**config.mk**
```make
export PLATFORM = sky130hd
export DESIGN_NAME = tdm_replay_buffer
export DESIGN_NICKNAME = d
export VERILOG_FILES = /design/src/rtl/tdm_replay_buffer.sv
export SDC_FILE = /design/constraint.sdc
export NUM_CORES = 1
export LEC_CHECK = 0
export BUFFER_PORTS_ARGS = -buffer_cell sky130_fd_sc_hd__buf_2
export CORE_ASPECT_RATIO = 1.1
export CORE_MARGIN = 5
export CORE_UTILIZATION = 50
export DETAILED_ROUTE_END_ITERATION = 10
export HOLD_SLACK_MARGIN = 0.05
export MAX_ROUTING_LAYER = met4
export PLACE_DENSITY_LB_ADDON = 0.3
export SLEW_MARGIN = 10
export SYNTH_ARGS = -nofsm -noshare
export SYNTH_HDL_FRONTEND = slang
export SYNTH_SLANG_ARGS = --single-unit
```
**constraint.sdc**
```tcl
create_clock -name clk -period 2.4 [get_ports clk]
set_input_delay 0.36 -clock clk [delete_from_list [all_inputs] [get_ports clk]]
set_output_delay 0.36 -clock clk [all_outputs]
set_load 0.05 [all_outputs]
```
**src/rtl/tdm_replay_buffer.sv**
```systemverilog
// tdm_replay_buffer: records NUM_CH spike lines into one bank of a ping-pong
// pair during a gamma cycle. During the following gamma it replays the other
// bank onto one serial output, channel by channel, decimated by STRIDE.
// Optional build macro REPLAY_OR_COMPRESS_EN: each replayed sample is the OR
// of its whole STRIDE-wide window instead of its first entry, so no spike is
// lost to decimation.
module tdm_replay_buffer #(
    parameter int NUM_CH = 4,
    parameter int DEPTH  = 16,
    parameter int STRIDE = 4,
    localparam int KPC    = DEPTH / STRIDE,
    localparam int CH_W   = (NUM_CH > 1) ? $clog2(NUM_CH) : 1,
    localparam int IDX_W  = (KPC > 1) ? $clog2(KPC) : 1
) (
    input  logic              clk,
    input  logic              rst,
    input  logic              grst,
    input  logic [NUM_CH-1:0] data_in,
    output logic              data_out,
    output logic              out_valid,
    output logic [CH_W-1:0]   out_ch,
    output logic [IDX_W-1:0]  out_idx,
    output logic              bank_sel,
    output logic              wr_ovf,
    output logic              rd_trunc
);

    localparam int SLOTS  = NUM_CH * KPC;
    localparam int PTR_W  = $clog2(DEPTH + 1);
    localparam int SLOT_W = $clog2(SLOTS + 1);
    localparam int AW     = $clog2(DEPTH);

    typedef enum logic [1:0] {IDLE, FILL, RUN} state_t;

    state_t             state_q, state_d;
    logic               grst_q;
    logic [PTR_W-1:0]   wr_ptr_q, wr_ptr_d;
    logic [PTR_W-1:0]   len_q, len_d;
    logic [SLOT_W-1:0]  rd_slot_q, rd_slot_d;
    logic               bank_sel_q, bank_sel_d;
    logic               wr_ovf_q, wr_ovf_d;
    logic               rd_trunc_q, rd_trunc_d;
    logic               data_out_q, data_out_d;
    logic               out_valid_q, out_valid_d;
    logic [CH_W-1:0]    out_ch_q, out_ch_d;
    logic [IDX_W-1:0]   out_idx_q, out_idx_d;

    logic [DEPTH-1:0]   mem_q [2][NUM_CH];
    logic [DEPTH-1:0]   mem_d [2][NUM_CH];

    logic               gb;
    logic               wr_en;
    logic               wr_bank;
    logic [AW-1:0]      wr_addr;
    logic               issue;
    logic [CH_W-1:0]    slot_ch;
    logic [IDX_W-1:0]   slot_k;
    logic [PTR_W-1:0]   base;
    logic [DEPTH-1:0]   row;
    logic               sample;

    // A held-high grst yields a single boundary: only its rising edge counts.
    assign gb = grst & ~grst_q;

    assign data_out  = data_out_q;
    assign out_valid = out_valid_q;
    assign out_ch    = out_ch_q;
    assign out_idx   = out_idx_q;
    assign bank_sel  = bank_sel_q;
    assign wr_ovf    = wr_ovf_q;
    assign rd_trunc  = rd_trunc_q;

    // Decode the current replay slot and fetch its (possibly compressed) sample.
    always_comb begin
        slot_ch = CH_W'(rd_slot_q / SLOT_W'(KPC));
        slot_k  = IDX_W'(rd_slot_q % SLOT_W'(KPC));
        base    = PTR_W'(slot_k) * PTR_W'(STRIDE);
        row     = mem_q[~bank_sel_q][slot_ch];
`ifdef REPLAY_OR_COMPRESS_EN
        sample  = 1'b0;
        for (int j = 0; j < STRIDE; j++) begin
            if ((base + PTR_W'(j)) < len_q) begin
                sample = sample | row[AW'(base + PTR_W'(j))];
            end
        end
`else
        sample  = (base < len_q) ? row[AW'(base)] : 1'b0;
`endif
    end

    // Next-state: FSM, write pointer/length bookkeeping, replay slot issue.
    always_comb begin
        state_d     = state_q;
        wr_ptr_d    = wr_ptr_q;
        len_d       = len_q;
        rd_slot_d   = rd_slot_q;
        bank_sel_d  = bank_sel_q;
        wr_ovf_d    = wr_ovf_q;
        rd_trunc_d  = rd_trunc_q;
        wr_en       = 1'b0;
        wr_bank     = bank_sel_q;
        wr_addr     = AW'(wr_ptr_q);

        case (state_q)
            IDLE: begin
                if (gb) begin
                    state_d  = FILL;
                    wr_en    = 1'b1;
                    wr_addr  = '0;
                    wr_ptr_d = PTR_W'(1);
                end
            end
            FILL, RUN: begin
                if (gb) begin
                    // wr_ptr never exceeds DEPTH, so it is already the capped length.
                    len_d      = wr_ptr_q;
                    bank_sel_d = ~bank_sel_q;
                    wr_bank    = ~bank_sel_q;
                    wr_en      = 1'b1;
                    wr_addr    = '0;
                    wr_ptr_d   = PTR_W'(1);
                    rd_slot_d  = '0;
                    // The slot issued this cycle still counts; truncation means
                    // slots remain beyond it.
                    if (state_q == RUN && rd_slot_q < SLOT_W'(SLOTS - 1)) begin
                        rd_trunc_d = 1'b1;
                    end
                    if (state_q == FILL) begin
                        state_d = RUN;
                    end
                end else if (wr_ptr_q < PTR_W'(DEPTH)) begin
                    wr_en    = 1'b1;
                    wr_ptr_d = wr_ptr_q + PTR_W'(1);
                end else begin
                    wr_ovf_d = 1'b1;
                end
            end
            default: state_d = IDLE;
        endcase

        issue       = (state_q == RUN) && (rd_slot_q < SLOT_W'(SLOTS));
        out_valid_d = issue;
        data_out_d  = issue & sample;
        out_ch_d    = issue ? slot_ch : '0;
        out_idx_d   = issue ? slot_k : '0;
        if (issue && !gb) begin
            rd_slot_d = rd_slot_q + SLOT_W'(1);
        end
    end

    // Bank write port: one entry per channel per cycle into the write bank.
    always_comb begin
        mem_d = mem_q;
        if (wr_en) begin
            for (int ch = 0; ch < NUM_CH; ch++) begin
                mem_d[wr_bank][ch][wr_addr] = data_in[ch];
            end
        end
    end

    // Bank storage carries no reset; stale contents are masked by len.
    always_ff @(posedge clk) begin
        mem_q <= mem_d;
    end

    // Control and output registers with synchronous reset.
    always_ff @(posedge clk) begin
        if (rst) begin
            state_q     <= IDLE;
            grst_q      <= 1'b0;
            wr_ptr_q    <= '0;
            len_q       <= '0;
            rd_slot_q   <= '0;
            bank_sel_q  <= 1'b0;
            wr_ovf_q    <= 1'b0;
            rd_trunc_q  <= 1'b0;
            data_out_q  <= 1'b0;
            out_valid_q <= 1'b0;
            out_ch_q    <= '0;
            out_idx_q   <= '0;
        end else begin
            state_q     <= state_d;
            grst_q      <= grst;
            wr_ptr_q    <= wr_ptr_d;
            len_q       <= len_d;
            rd_slot_q   <= rd_slot_d;
            bank_sel_q  <= bank_sel_d;
            wr_ovf_q    <= wr_ovf_d;
            rd_trunc_q  <= rd_trunc_d;
            data_out_q  <= data_out_d;
            out_valid_q <= out_valid_d;
            out_ch_q    <= out_ch_d;
            out_idx_q   <= out_idx_d;
        end
    end

endmodule

```
==> out/qor.yml, run 1 <==
ctsHoldBuffers: 0
multi_input_area_um2: 1010
post_cts_buffers: 0
min_period_ns: 2.14
ys_ff_latch: 59
initialDrtViolationCount: 82
io_pins: 16
core_area_um2: 5030
place.gp.congestion: 0.801
die_area_um2: 6720
start_kind: "flop"
cts-root-buf: "clkbuf_8"
critPathKind: "reg -> reg"
antenna_found_initial: 0
synth_nets: 233
drv_slew: 0
drt_wl_total_mm: 4.93
crit_chain: "inv_1 -> ha_1 -> or3_1 -> a211oi_1 -> buf_4"
synth.largest_area_cell: "edfxtp_1"
ff_latch_area_um2: 1500
worstPathRequired_ns: 2.44
first_global_vias: 1716
synth_warnings: 0
drive_gt1_share_pct: 18.1
drt-vias-per-instance: 5.63
maxSlewHeadroom_pct: 65.2
fp-row-count: 27
cts_buffer_depth: 2
clock_skew_ns: 0.00850
die_w_um: 78.6
vias: 1724
syn_to_final_growth_pct: 13.8
nets: 258
port_buffers: 15
ys_types: 41
min_period_over_period_pct: 89.0
tns_ns: 0
first_pass_iters: 4
syn_inst: 218
cts_tree: "yes"
detail-route-antenna-nets: 0
yosys-top-cells-area: "edfxtp_1, dfxtp_1, mux2i_1"
antenna_cells: 0
synth.top_cell.area_share_pct: 37.1
p_leak_nw: 1.06
hold_class: "in -> reg"
dieHeight_um: 85.5
grt_max_degree: 23
cp_max_fo: 13
status: "completed"
cpMaxStageDelayCell: "or3_1"
ys.flop_type: "edfxtp_1"
endpoint_kind: "flop"
maxCapViolations: 0
synth-edff-count: 32
power_w: 0.00220
max_freq_mhz: 468
ys_async_sr_fraction_pct: 0
netlist_area_um2: 2590
place_area_um2: 2770
fillers: 420
seqPwrFrac_pct: 50.8
max_stage_delay_ns: 0.49
cts.repair.resized: 0
comb_power_share_pct: 11.1
drcViolationCount: 0
grt_overflow: 0
start_util_pct: 51.5
power_density_nw_per_um2: 747
crit_arrival_ns: 2.17
cts-buffers-inserted: 9
cts.sinks: 59
p_int_w: 0.00167
worst_pin_slew_ns: 0.516
final_area_um2: 2950
clock_power_share_pct: 38.1
wl_per_cell_um: 16.1
ir_drop_mv: 0.347
final_util_pct: 58.6
clock_latency_ns: 0.32
rsz0062_at_grt: "no"
cts_max_level: 3
grt_pass1_wl_mm: 8.34
finalSetupViolCount: 0
switching_power_w: 0.000532
seq_area_frac_synth_pct: 57.9
synth.avg_cell_area_um2: 11.9
hold_viol_final: 0
power.share.switching_pct: 24.2
grt_use_total_pct: 16.7
path_clk_slew_ns: 0.06
hpwl_mm: 3.50
-- cell usage after synthesis, types with 2 or more instances --
cell type and number:
o221ai_1 3, nand3_1 3, and2_1 3, clkbuf_1 8, nor3b_1 2, nand3b_1 7, o21ai_0 8, a211oi_1 9
ha_1 8, xor2_1 3, nor2b_1 2, mux2i_1 13, mux2_2 2, edfxtp_1 32, buf_2 3, nand2b_1 5
inv_1 5, and3_1 2, a21oi_1 9, nand4_1 2, dfxtp_1 27, nor3_1 7, mux4_2 4, nor2_1 30
nand2_1 5
-- sequential cells by signal (all words and copies together), names as in the netlist --
| name | cells |
|---|---|
| rd_trunc | 1 |
| wr_ovf | 1 |
| data_out | 1 |
| out_ch | 2 |
| out_valid | 1 |
| mem_q | 32 |
| len_q | 5 |
| rd_slot_q | 5 |
| out_idx | 2 |
| bank_sel | 1 |
| state_q | 2 |
| grst_q | 1 |
| wr_ptr_q | 5 |
-- worst paths after layout --
kind / startpoint / to / slack [ns] / cells after the start
worst max-delay path: state_q[1] / mem_q[120] / 0.26 / 5
worst min-delay path: grst / grst_q / 0.32 / 2
worst max register to register: state_q[1] / mem_q[120] / 0.26 / 5
worst min register to register: len_q[3] / len_q[3] / 0.46 / 2
-- worst max-delay path: cells and delay by family (launching register included) --
kind,cells,cell delay [ns]
AND/OR/NAND/NOR,1,0.49
adder cells (fa/ha/maj),1,0.43
flip-flops,1,0.40
buffers and inverters,2,0.28
AO/OA/AOI/OAI,1,0.26
-- through the flow --
| stage | setup WS (ns) | cells | hold slack [ns] |
|---|---|---|---|
| 3_5_place_dp | 0.289 | 290 | 0.453 |
| 5_1_grt | 0.147 | 306 | 0.343 |
| 6_report | 0.264 | 306 | 0.320 |
| 4_1_cts | 0.289 | 306 | 0.311 |
| 2_1_floorplan | 0.303 | 218 | 0.436 |
| 3_3_place_gp | 0.337 | 290 | 0.447 |
-- cell type report --
cell class / count / share of cell area (%)
sequential: 59 / 50.9
multi-input combinational: 141 / 34.3
timing repair buffer: 27 / 5.60
clock buffer: 13 / 4.71
tap: 58 / 2.46
clock inverter: 3 / 1.36
inverter: 5 / 0.637
-- placed cells by master (no fill, tap or decap), drive strengths merged, types with 7 or more instances in the layout --
cell type / instances
nor3: 7
nand3b: 7
o21ai: 8
a211oi: 9
a21oi: 9
buf: 27
edfxtp: 32
mux2i: 13
ha: 8
dfxtp: 27
clkbuf: 13
nor2: 30
-- cells by family after synthesis --
group	share of synthesized area, %
compound gates	9.71
simple gates	14.1
flops	57.9
xor+xnor	1.01
fa+ha+maj	3.86
mux	10.4
buf+inv	3.04
-- power groups by stage --
stage / registers, W / clock network, W / logic [W]
2_1_floorplan: 0.00114 / 0 / 0.000168
3_3_place_gp: 0.00114 / 0 / 0.000239
3_5_place_dp: 0.00114 / 0 / 0.000243
4_1_cts: 0.00112 / 0.000854 / 0.000245
5_1_grt: 0.00112 / 0.000901 / 0.000272
6_report: 0.00112 / 0.000840 / 0.000244
-- layer usage --
metal | up-vias | wire (um) | GRT usage [%]
met5 | - | 0 | -
met4 | 0 | 127 | 9.06
met3 | 10 | 126 | 3.15
met2 | 32 | 2380 | 25.3
met1 | 824 | 2300 | 21.2
li1 | 858 | - | -
Power figures use the tool's default switching activity.
==> run 2: changes to the inputs <==
- REMOVE_ABC_BUFFERS: default -> 1
==> out/qor.yml, run 2 (same netlist as run 1, synthesis figures left out) <==
multi_input_area_um2: 1010  # unchanged
start_kind: "flop"  # unchanged
hold_class: "in -> reg"  # unchanged
crit_chain: "inv_1 -> ha_1 -> or3_1 -> a211oi_1 -> buf_4"  # unchanged
dieHeight_um: 85.5  # unchanged
cts_max_level: 3  # unchanged
initialDrtViolationCount: 123  # was 82
start_util_pct: 51.5  # unchanged
cts-root-buf: "clkbuf_8"  # unchanged
cts.repair.resized: 0  # unchanged
fp-row-count: 27  # unchanged
hold_viol_final: 0  # unchanged
ff_latch_area_um2: 1500  # unchanged
grt_use_total_pct: 17.1  # was 16.7%
ctsHoldBuffers: 0  # unchanged
clock_skew_ns: 0.00346  # was 0.00850 ns
detail-route-antenna-nets: 0  # unchanged
post-place-cells: 290  # unchanged
fillers: 409  # was 420
grt_pass1_wl_mm: 8.29  # was 8.34 mm
power_density_nw_per_um2: 718  # was 747 nW/um2
p_leak_nw: 1.05  # was 1.06 nW
drv_slew: 0  # unchanged
cts_tree: "yes"  # unchanged
maxSlewHeadroom_pct: 51.2  # was 65.2%
crit_buf_inv: 2  # unchanged
cts-buffers-inserted: 9  # unchanged
status: "completed"  # unchanged
cp_max_fo: 13  # unchanged
die_w_um: 78.6  # unchanged
worst_pin_slew_ns: 0.731  # was 0.516 ns
io_pins: 16  # unchanged
grt_max_degree: 23  # unchanged
crit_arrival_ns: 2.19  # was 2.17 ns
rsz0062_at_grt: "no"  # unchanged
wl_per_cell_um: 16.4  # was 16.1 um
die_area_um2: 6720  # unchanged
tns_ns: 0  # unchanged
layout_commonest_cell: "edfxtp_1"  # unchanged
regMostFlops: "mem_q"  # unchanged
min_period_over_period_pct: 88.9  # was 89.0%
place.gp.congestion: 0.766  # was 0.801
antenna_found_initial: 0  # unchanged
final_util_pct: 58.2  # was 58.6%
cp_top_family: "simple AND/OR/NAND/NOR gates"  # unchanged
max_stage_delay_ns: 0.49  # about the same
cts.sinks: 59  # unchanged
syn_to_final_growth_pct: 13.1  # was 13.8%
min_period_ns: 2.13  # was 2.14 ns
port_buffers: 15  # unchanged
nets: 258  # unchanged
post_cts_buffers: 0  # unchanged
cts_buffer_depth: 2  # unchanged
drive_gt1_share_pct: 17.7  # was 18.1%
vias: 1747  # was 1724
drt-vias-per-instance: 5.71  # was 5.63
max_freq_mhz: 469  # was 468 MHz
antenna_cells: 0  # unchanged
cpMaxStageDelayCell: "or3_1"  # unchanged
first_global_vias: 1702  # was 1716
first_pass_iters: 5  # was 4
ir_drop_mv: 0.296  # was 0.347 mV
maxCapViolations: 0  # unchanged
clock_latency_ns: 0.33  # was 0.32 ns
worstPathRequired_ns: 2.45  # was 2.44 ns
final_cell_mix: "edfxtp_1, nor2_1, dfxtp_1"  # unchanged
finalSetupViolCount: 0  # unchanged
hpwl_mm: 3.49  # was 3.50 mm
endpoint_kind: "flop"  # unchanged
largest_reg_flops: 32  # unchanged
drt_wl_total_mm: 5.01  # was 4.93 mm
critPathKind: "reg -> reg"  # unchanged
final_cells: 306  # unchanged
path_clk_slew_ns: 0.06  # about the same
core_area_um2: 5030  # unchanged
drcViolationCount: 0  # unchanged
grt_overflow: 0  # unchanged
==> run 2: changes by cell type in the layout (fill, tap and decap cells not counted) <==
cell,before,now
clkinv_1,0,4
clkbuf_1,4,1
bufinv_16,1,0
clkbuf_8,9,10
clkinv_2,2,1
==> run 2: final cells by class <==
cell class / count / share of cell area, %
Clock buffer: 11 / 4.82
Clock inverter: 5 / 0.683
Inverter: 5 / 0.640
Multi-Input combinational cell: 141 / 34.5
Sequential cell: 59 / 51.2
Tap cell: 58 / 2.48
Timing Repair Buffer: 27 / 5.64
==> run 2: layer usage <==
| metal | wire length, um | up-vias | GRT usage [%] |
|---|---|---|---|
| li1 | - | 857 | - |
| met1 | 2270 | 838 | 20.6 |
| met2 | 2430 | 42 | 26.3 |
| met3 | 213 | 10 | 3.89 |
| met4 | 100 | 0 | 10.2 |
| met5 | 0 | - | - |
==> run 2: path summary, 6_finish.rpt <==
check	startpoint	end	slack, ns	depth (start not counted)
worst max-delay path	state_q[1]	mem_q[108]	0.27	5
worst min-delay path	grst	grst_q	0.30	2
worst max register to register	state_q[1]	mem_q[108]	0.27	5
worst min register to register	len_q[3]	len_q[3]	0.46	2
==> run 2: power by group <==
| part | switching [W] | internal (W) |
|---|---|---|
| Sequential | 0.0000284 | 0.00110 |
| Combinational | 0.000140 | 0.0000910 |
| Clock | 0.000361 | 0.000387 |
==> run 2: through the flow <==
step	total power, W	setup WS [ns]	hold slack, ns	cell area [um2]
finish	0.00210	0.267	0.301	2930
global route	0.00220	0.108	0.295	2930
CTS	0.00212	0.262	0.284	2930
detailed placement	0.00138	0.281	0.448	2770
global placement	0.00137	0.303	0.445	2770
floorplan	0.00130	0.0593	0.429	2530
==> run 3: changes to the inputs <==
- CORE_UTILIZATION: 50 -> 59
- SETUP_SLACK_MARGIN: default -> 0.4
==> out/qor.yml, run 3 (same netlist as run 1, synthesis figures left out) <==
hold_depth: 2  # unchanged
drt_wl_total_mm: 5.04  # was 5.01 mm
power_density_nw_per_um2: 791  # was 718 nW/um2
critPathMostFrequentCell: "buf_4"
final_cell_mix: "edfxtp_1, nor2_1, dfxtp_1"  # unchanged
drt-vias-per-instance: 5.81  # was 5.71
cts.sinks: 59  # unchanged
grt_overflow: 0  # unchanged
seqPwrFrac_pct: 46.8  # was 53.5%
syn_to_final_growth_pct: 17.2  # was 13.1%
cts_tree: "yes"  # unchanged
cts_max_level: 3  # unchanged
hold_viol_final: 0  # unchanged
drv_slew: 0  # unchanged
worst_pin_slew_ns: 0.469  # was 0.731 ns
core_area_um2: 4290  # was 5030 um2
power.share.switching_pct: 23.2  # was 25.2%
fillers: 300  # was 409
cts-root-buf: "clkbuf_8"  # unchanged
maxSlewHeadroom_pct: 68.4  # was 51.2%
nets: 260  # was 258
cts_buffer_depth: 2  # unchanged
crit_chain: "nor2b_1 -> buf_4 -> nor3b_1 -> o21ai_0 -> a211oi_1 -> buf_4"  # was inv_1 -> ha_1 -> or3_1 -> a211oi_1 -> buf_4
max_freq_mhz: 529  # was 469 MHz
min_period_over_period_pct: 78.8  # was 88.9%
start_util_pct: 60.5  # was 51.5%
start_kind: "flop"  # unchanged
grt_use_total_pct: 19.9  # was 17.1%
first_pass_iters: 4  # was 5
largest_reg_flops: 32  # unchanged
use_met2_pct: 28.8  # was 26.3%
clock_skew_ns: 0.00674  # was 0.00346 ns
busiest_layer: "met2"  # unchanged
switching_power_w: 0.000557  # was 0.000530 W
critPathKind: "reg -> reg"  # unchanged
endpoint_kind: "flop"  # unchanged
max_stage_delay_ns: 0.41  # was 0.49 ns
cp_max_fo: 13  # unchanged
regMostFlops: "mem_q"  # unchanged
finalSetupViolCount: 0  # unchanged
antenna_found_initial: 0  # unchanged
port_buffers: 15  # unchanged
dieHeight_um: 79.5  # was 85.5 um
grtUsageMet1_pct: 24.6  # was 20.6%
detail-route-antenna-nets: 0  # unchanged
die_area_um2: 5820  # was 6720 um2
cp_top_family: "compound AO/OA/AOI/OAI gates"  # was simple AND/OR/NAND/NOR gates
hold_class: "in -> reg"  # unchanged
crit-reg2reg-launch: "grst_q"  # was state_q[1]
maxCapViolations: 0  # unchanged
clock_power_share_pct: 42.2  # was 35.5%
min_period_ns: 1.89  # was 2.13 ns
worstPathRequired_ns: 2.50  # was 2.45 ns
drive_gt1_share_pct: 22.8  # was 17.7%
first_global_vias: 1683  # was 1702
vias: 1767  # was 1747
grt_pass1_wl_mm: 8.27  # was 8.29 mm
place.gp.congestion: 0.837  # was 0.766
ctsHoldBuffers: 0  # unchanged
p_leak_nw: 1.10  # was 1.05 nW
clock_latency_ns: 0.34  # was 0.33 ns
crit_arrival_ns: 2.00  # was 2.19 ns
r2r_setup_slack_ns: 0.51  # was 0.27 ns
antenna_cells: 0  # unchanged
cts-buffers-inserted: 9  # unchanged
initialDrtViolationCount: 127  # was 123
rsz0062_at_grt: "no"  # unchanged
whs_ns: 0.305  # was 0.301 ns
crit_buf_inv: 2  # unchanged
whs_endpoint: "grst_q"  # unchanged
layout_commonest_cell: "edfxtp_1"  # unchanged
post_cts_buffers: 0  # unchanged
grt_max_degree: 23  # unchanged
hpwl_mm: 3.40  # was 3.49 mm
fp-row-count: 25  # was 27
die_w_um: 73.2  # was 78.6 um
ir_drop_mv: 0.580  # was 0.296 mV
path_clk_slew_ns: 0.06  # about the same
tns_ns: 0  # unchanged
min_from: "grst"  # unchanged
ff2ff_path_depth: 6  # was 5
status: "completed"  # unchanged
p_int_w: 0.00185  # was 0.00157 W
cpMaxStageDelayCell: "o21ai_0"  # was or3_1
wl_per_cell_um: 16.6  # was 16.4 um
comb_power_share_pct: 11.0  # about the same
use_met3_pct: 5.92  # was 3.89%
place_area_um2: 2780  # was 2770 um2
rr_endpoint: "mem_q[20]"  # was mem_q[108]
io_pins: 16  # unchanged
final_area_um2: 3040  # was 2930 um2
drcViolationCount: 0  # unchanged
## run 3: cell types whose count changed in the layout (fill, tap and decap cells not counted), moves of 2 or more
cell,change
buf_4,+2
clkinv_1,-4
bufinv_16,+2
dfxtp_1,-2
dfxtp_2,+2
## run 3: repair_timing
action                                  4_1_cts  5_1_grt
gates resized for setup                       4        5
endpoints found under the setup margin       33       24
cloned                                        0        0
## run 3: per-layer routing
layer  vias to the layer above  wire length (um)
met5                         -                 0
met4                         0               143
met3                        15               315
met2                        51              2360
met1                       836              2220
li1                        865                 -
## run 3: power groups by stage
stage	Sequential, W	Clock [W]	Combinational, W
2_1_floorplan	0.00115	0	0.000145
3_3_place_gp	0.00114	0	0.000233
3_5_place_dp	0.00114	0	0.000241
4_1_cts	0.00112	0.00103	0.000254
5_1_grt	0.00113	0.00107	0.000287
6_report	0.00112	0.00101	0.000263
## run 3: how the worst max path moves through the flow
stage          depth (start not counted)       start    endpoint
2_1_floorplan                          3    bank_sel    mem_q[0]
3_3_place_gp                           5  state_q[1]  mem_q[116]
4_1_cts                                5  state_q[1]  mem_q[112]
3_5_place_dp                           5  state_q[1]   mem_q[88]
6_report                               6      grst_q   mem_q[20]
5_1_grt                                6      grst_q   mem_q[20]
## run 3: area by class of cell
type | instances | area, um2 | share of cell area [%]
well taps | 54 | 67.6 | 2.22
flip-flops and latches | 59 | 1500 | 49.5
clock inverters | 4 | 72.6 | 2.39
multi-input cells | 141 | 1040 | 34.2
clock buffers | 12 | 155 | 5.11
inverters | 5 | 18.8 | 0.618
repair buffers | 29 | 180 | 5.93
## run 3: through the flow
step / setup WS [ns] / util (%) / instances / total power (W)
floorplan: 0.0593 / - / 205 / 0.00130
finish: 0.508 / 70.9 / 304 / 0.00240
CTS: 0.464 / 70.6 / 304 / 0.00241
global placement: 0.323 / 64.8 / 288 / 0.00138
global route: 0.411 / 70.9 / 304 / 0.00249
detailed placement: 0.244 / 64.8 / 288 / 0.00139
